==> src/rtl/phytx_pkg.sv <==
// phytx_pkg: shared constants and encodings for the PHY transmit word scheduler
package phytx_pkg;
  localparam logic [31:0] COM_WORD_DEF = 32'hBCBCBCBC;
  typedef enum logic {TRAIN = 1'b0, ACTIVE = 1'b1} state_t;
  typedef enum logic [1:0] {NONE = 2'd0, R0 = 2'd1, R1 = 2'd2} owner_t;
endpackage

==> src/rtl/phytx_rr_arb.sv <==
// phytx_rr_arb: bounded-burst round-robin arbiter between two requesters
module phytx_rr_arb import phytx_pkg::*; #(
  parameter int BURST = 4
) (
  input  logic clk_f,
  input  logic reset,
  input  logic en,
  input  logic flush,
  input  logic req0,
  input  logic req1,
  output logic gnt0,
  output logic gnt1,
  output logic sel
);
  localparam int BW = $clog2(BURST + 1);
  owner_t owner;
  logic [BW-1:0] burst_cnt;
  logic rr_ptr;
  logic req_o, req_x, keep, any;
  // owner keeps the PHY while under its burst budget or uncontested; otherwise hand over
  always_comb begin
    req_o = owner == R1 ? req1 : req0;
    req_x = owner == R1 ? req0 : req1;
    keep  = owner != NONE && req_o && (burst_cnt < BW'(BURST) || !req_x);
    any   = req0 || req1;
    sel   = keep ? owner == R1 : owner != NONE ? owner == R0 : (rr_ptr ? req1 : !req0);
    gnt0  = en && any && !sel;
    gnt1  = en && any && sel;
  end
  // owner, burst length and round-robin pointer track the grant decisions
  always_ff @(posedge clk_f or posedge reset) begin
    if (reset) begin
      owner     <= NONE;
      burst_cnt <= '0;
      rr_ptr    <= 1'b0;
    end else if (flush) begin
      owner     <= NONE;
      burst_cnt <= '0;
    end else if (en) begin
      if (keep) begin
        burst_cnt <= (!req_x && burst_cnt == BW'(BURST)) ? '0 : burst_cnt + 1'b1;
      end else if (any) begin
        owner     <= sel ? R1 : R0;
        burst_cnt <= BW'(1);
        rr_ptr    <= !sel;
      end else begin
        owner     <= NONE;
        burst_cnt <= '0;
      end
    end
  end
endmodule

==> src/rtl/phytx_sched.sv <==
// phytx_sched: word scheduler feeding the PHY with training, skip and arbitrated data words
module phytx_sched import phytx_pkg::*; #(
  parameter int          TRAIN_LEN   = 16,
  parameter int          BURST       = 4,
  parameter int          SKIP_PERIOD = 64,
  parameter logic [31:0] COM_WORD    = phytx_pkg::COM_WORD_DEF
) (
  input  logic        clk_f,
  input  logic        reset,
  input  logic        retrain,
  input  logic        req0,
  input  logic [31:0] data0,
  input  logic        req1,
  input  logic [31:0] data1,
  output logic        gnt0,
  output logic        gnt1,
  output logic [31:0] data_out,
  output logic        valid_out,
  output logic        link_up
);
  localparam int TW = TRAIN_LEN > 1 ? $clog2(TRAIN_LEN) : 1;
  localparam int SW = $clog2(SKIP_PERIOD);
  state_t state;
  logic [TW-1:0] train_cnt;
  logic [SW-1:0] skip_cnt;
  logic skip, en, flush, a_gnt0, a_gnt1, sel;
  phytx_rr_arb #(.BURST(BURST)) u_arb (
    .clk_f(clk_f), .reset(reset), .en(en), .flush(flush),
    .req0(req0), .req1(req1), .gnt0(a_gnt0), .gnt1(a_gnt1), .sel(sel)
  );
  // arbitration only runs on ordinary ACTIVE cycles; grants are masked during reset
  always_comb begin
    skip  = skip_cnt == SW'(SKIP_PERIOD - 1);
    en    = state == ACTIVE && !retrain && !skip;
    flush = state == ACTIVE && retrain;
    gnt0  = a_gnt0 && !reset;
    gnt1  = a_gnt1 && !reset;
  end
  // link FSM with training/skip counters and the registered PHY word
  always_ff @(posedge clk_f or posedge reset) begin
    if (reset) begin
      state     <= TRAIN;
      train_cnt <= '0;
      skip_cnt  <= '0;
      data_out  <= '0;
      valid_out <= 1'b0;
      link_up   <= 1'b0;
    end else if (state == TRAIN) begin
      data_out  <= COM_WORD;
      valid_out <= 1'b1;
      if (retrain) begin
        train_cnt <= '0;
      end else if (train_cnt >= TW'(TRAIN_LEN - 1)) begin
        state     <= ACTIVE;
        train_cnt <= '0;
        skip_cnt  <= '0;
        link_up   <= 1'b1;
      end else begin
        train_cnt <= train_cnt + 1'b1;
      end
    end else if (retrain) begin
      state     <= TRAIN;
      train_cnt <= TW'(1);
      data_out  <= COM_WORD;
      valid_out <= 1'b1;
      link_up   <= 1'b0;
    end else if (skip) begin
      skip_cnt  <= '0;
      data_out  <= COM_WORD;
      valid_out <= 1'b1;
    end else begin
      skip_cnt  <= skip_cnt + 1'b1;
      data_out  <= !(a_gnt0 || a_gnt1) ? '0 : sel ? data1 : data0;
      valid_out <= a_gnt0 || a_gnt1;
    end
  end
endmodule

==> config.mk <==
export PLATFORM = sky130hd
export DESIGN_NAME = phytx_sched
export DESIGN_NICKNAME = d
export VERILOG_FILES = /design/src/rtl/phytx_pkg.sv /design/src/rtl/phytx_rr_arb.sv /design/src/rtl/phytx_sched.sv
export SDC_FILE = /design/constraint.sdc
export NUM_CORES = 1
export LEC_CHECK = 0
export ABC_AREA = 0
export CAP_MARGIN = 25
export CORE_UTILIZATION = 40
export DETAILED_ROUTE_END_ITERATION = 10
export GPL_TIMING_DRIVEN = 0
export PLACE_DENSITY_LB_ADDON = 0.3
export SLEW_MARGIN = 15
export SYNTH_ARGS = -nofsm -noshare
export SYNTH_HDL_FRONTEND = slang
export SYNTH_SLANG_ARGS = --single-unit
==> constraint.sdc <==
create_clock -name clk_f -period 2.5 [get_ports clk_f]
set_clock_uncertainty 0.2 [all_clocks]
set_input_delay 0.375 -clock clk_f [delete_from_list [all_inputs] [get_ports clk_f]]
set_output_delay 0.375 -clock clk_f [all_outputs]
set_load 0.05 [all_outputs]
==> results.ini, run 1 <==
[floorplanning]
die_height_um=81.35
rows=28
coreArea_um2=5991
ioPinCount=105
start_util_pct=42.04
die_w_um=81.35
die-area_um2=6618

[clock_network]
clock_sinks=51
clk_pin_slew_ps=90
cts_buffers=5
insertion_delay_ps=300
clockRootBuffer=clkbuf_8
cts_buffer_depth=2
ctsHoldBuffers=0
cts_tree=yes
h-tree-depth=2

[synthesis]
yosys_warnings=0
synth_edf_count=0
yosysSeqAreaShare_pct=50.67
syn_nets=341
synth_cells=268
synth_area_um2=2519
synth_cell_types=43
synth-main-ff-cell=dfrtp_1
syn_area_per_cell_um2=9.398
synth_seq_cells=51
synthArstFlopShare_pct=100.0

[final_layout]
n_antenna_cell=0
layout_common_cells=100 x clkdlybuf4s50_1, 49 x dfrtp_1, 30 x nand2_1, 20 x nand4_1, 20 x o211ai_1
syn2layout_area_growth_pct=56.93
final_nets=461
final_common_cell=clkdlybuf4s50_1
post-route-util_pct=65.98
layout-drive-gt1-share_pct=12.34
nFillCells=497

[flow_run]
drv_cap=0

[timing]
min_period_ps=2406
relSlewSlack_pct=64.64
fin_crit_sh_pct=96.24
finalHoldViolCount=0
rsz0062_at_grt=false
slew_violations=0
fmax_ghz=0.4156
worst_slew_pin_slew_ps=528.7
fin_ws_ps=94.11
finalSetupViolations=0

[power]
total_power_mw=1.864
p_leak_nw=1.575
combPwrFrac_pct=24.7
swShare_pct=28.95
ir_drop_v=0.0002511
pwr-share-clk_pct=28.1
powerDensity_nw_per_um2=471.5
pwr-share-seq_pct=47.1
p_sw_mw=0.5395
p_int_mw=1.324

[place]
gp_congestion=0.8213
io_buffer_count=104
dp_hpwl_mm=4.983
pre_cts_ws_ps=-1100

[critical_path]
cp_max_fo=10
r2r_cells=7
crit_arrival_ps=1830
endpoint=gnt0
cp-end-kind=primary output
setup.reg_to_reg.worst_slack_ps=170
crit_path_start_kind=register
critPathKind=reg2out
worstSetupStartpoint=u_arb.owner[0]
reg2reg_to=data_out[12]
required_ps=1920
r2r-start=skip_cnt[0]

[hold_path]
min-delay-path-class=reg2reg

[grt]
grt_pass1_vias=2402
grt_max_degree=35
grt_overflow_total=0
grtUsageTotal_pct=22.27
grt_antenna_before_repair=0
grt_pass1_wl_mm=11.28

[detailed_routing]
vias=2528
drtPass1Iterations=4
drt_iter0_drc=136
route.detailed.drc=0
antenna_left=0
finalWirelength_mm=7.206
routed_via_density=5.448
wl_per_cell_um=15.53

[status]
outcome=complete, no violations

==> cell type report <==
type | count | area [um2] | area share [%]
Clock buffer | 7 | 96.34 | 2.437
Sequential cell | 51 | 1279 | 32.35
Tap cell | 75 | 93.84 | 2.374
Timing Repair Buffer | 115 | 1136 | 28.74
Buffer | 20 | 91.34 | 2.311
Clock inverter | 1 | 7.507 | 0.1899
Multi-Input combinational cell | 186 | 1215 | 30.74
Inverter | 9 | 33.78 | 0.8547
==> Yosys cell counts (2+ instances only) <==
library cell	instances	area (um2)
nand2_1	32	120.1
a22o_1	2	17.52
dfrtp_1	51	1276
a31oi_1	4	25.02
or3_1	3	18.77
mux2i_1	5	50.05
nand2b_1	2	12.51
and2b_2	2	17.52
nor3_1	3	15.01
o211ai_1	20	150.1
inv_1	9	33.78
nand4_1	20	125.1
ha_1	4	50.05
mux2_2	2	22.52
nand3_1	15	75.07
a21oi_1	16	80.08
or2_2	2	12.51
clkbuf_1	21	78.83
nor2_1	9	33.78
o21ai_0	18	90.09
o2bb2ai_1	2	17.52
nor2b_1	5	31.28
==> worst max-delay path, cell delays in order, from the launching register on <==
cell and delay (ps):
dfrtp_2 450, mux2i_4 280, o32a_1 210, buf_6 160
nand2_2 80, nor3_4 170, buf_6 180
==> metal layers <==
| layer | GRT usage, % | vias up | part of all wire [%] |
|---|---|---|---|
| met5 | 0 | - | 0 |
| met4 | 5.893 | 0 | 0.80 |
| met3 | 7.191 | 7 | 7.6 |
| met2 | 35.17 | 88 | 49 |
| met1 | 29.28 | 1222 | 43 |
| li1 | - | 1211 | - |
==> registers in the layout, summed over array words and instances (netlist names) <==
signal           cells
data_out            32
state                1
skip_cnt             6
train_cnt            4
valid_out            1
u_arb.owner          2
u_arb.rr_ptr         1
u_arb.burst_cnt      3
link_up              1
==> worst min path at each step <==
stage                            from      endpoint  slack [ps]  cells past startpoint
after floorplan           skip_cnt[4]   skip_cnt[4]         260                      1
after global placement    skip_cnt[4]   skip_cnt[4]         290                      1
after detailed placement  skip_cnt[4]   skip_cnt[4]         310                      1
after CTS                       reset  data_out[12]         290                      2
after global routing      skip_cnt[4]   skip_cnt[4]         350                      1
final                     skip_cnt[4]   skip_cnt[4]         320                      1
==> power groups by stage <==
stage                     registers [mW]  clock network (mW)  logic (mW)
final                              0.878               0.525       0.461
after global routing               0.882               0.560       0.513
after CTS                          0.875               0.541       0.434
after detailed placement           0.886                   0       0.400
after global placement             0.886                   0       0.387
after floorplan                    0.880                   0       0.225
==> logic make-up (layout without fill, tap and decap cells) <==
kind of cell / count (synthesis) / count (layout) / share of synthesized area, %
and+or+nand+nor: 100 / 100 / 20.47
AOI/OAI and AO/OA: 73 / 73 / 18.63
DFF: 51 / 51 / 50.67
buffers and inverters: 31 / 152 / 4.670
muxes: 7 / 7 / 2.881
adders and majority gates: 4 / 4 / 1.987
xor gates and xnor gates: 2 / 2 / 0.6956
==> metrics by stage <==
step / cells / hold WS, ps / area [um2] / TNS, ps
CTS: 460 / 294.1 / 3887 / 0
finish: 464 / 320.4 / 3953 / 0
global placement: 447 / 286.6 / 3664 / -22680
floorplan: 268 / 259.9 / 2529 / -106.8
global route: 464 / 346.4 / 3953 / 0
detailed placement: 448 / 305.8 / 3684 / -3020
==> repair_timing <==
action,CTS,global route
pin swaps,4,4
setup endpoints to repair,2,2
resized for setup,33,14
buffers inserted,4,6
Note: power is estimated with default switching activity, not from simulation.
==> inputs of run 2 (changes only) <==
--- a/config.mk
+++ b/config.mk
@@ -8,6 +8,7 @@
 export ABC_AREA = 0
 export CAP_MARGIN = 25
 export CORE_UTILIZATION = 40
+export CTS_BUF_LIST = sky130_fd_sc_hd__clkbuf_8
 export DETAILED_ROUTE_END_ITERATION = 10
 export GPL_TIMING_DRIVEN = 0
 export PLACE_DENSITY_LB_ADDON = 0.3
==> results of run 2 <==
The final DEF is identical to that of run 1; final timing and power are the same.
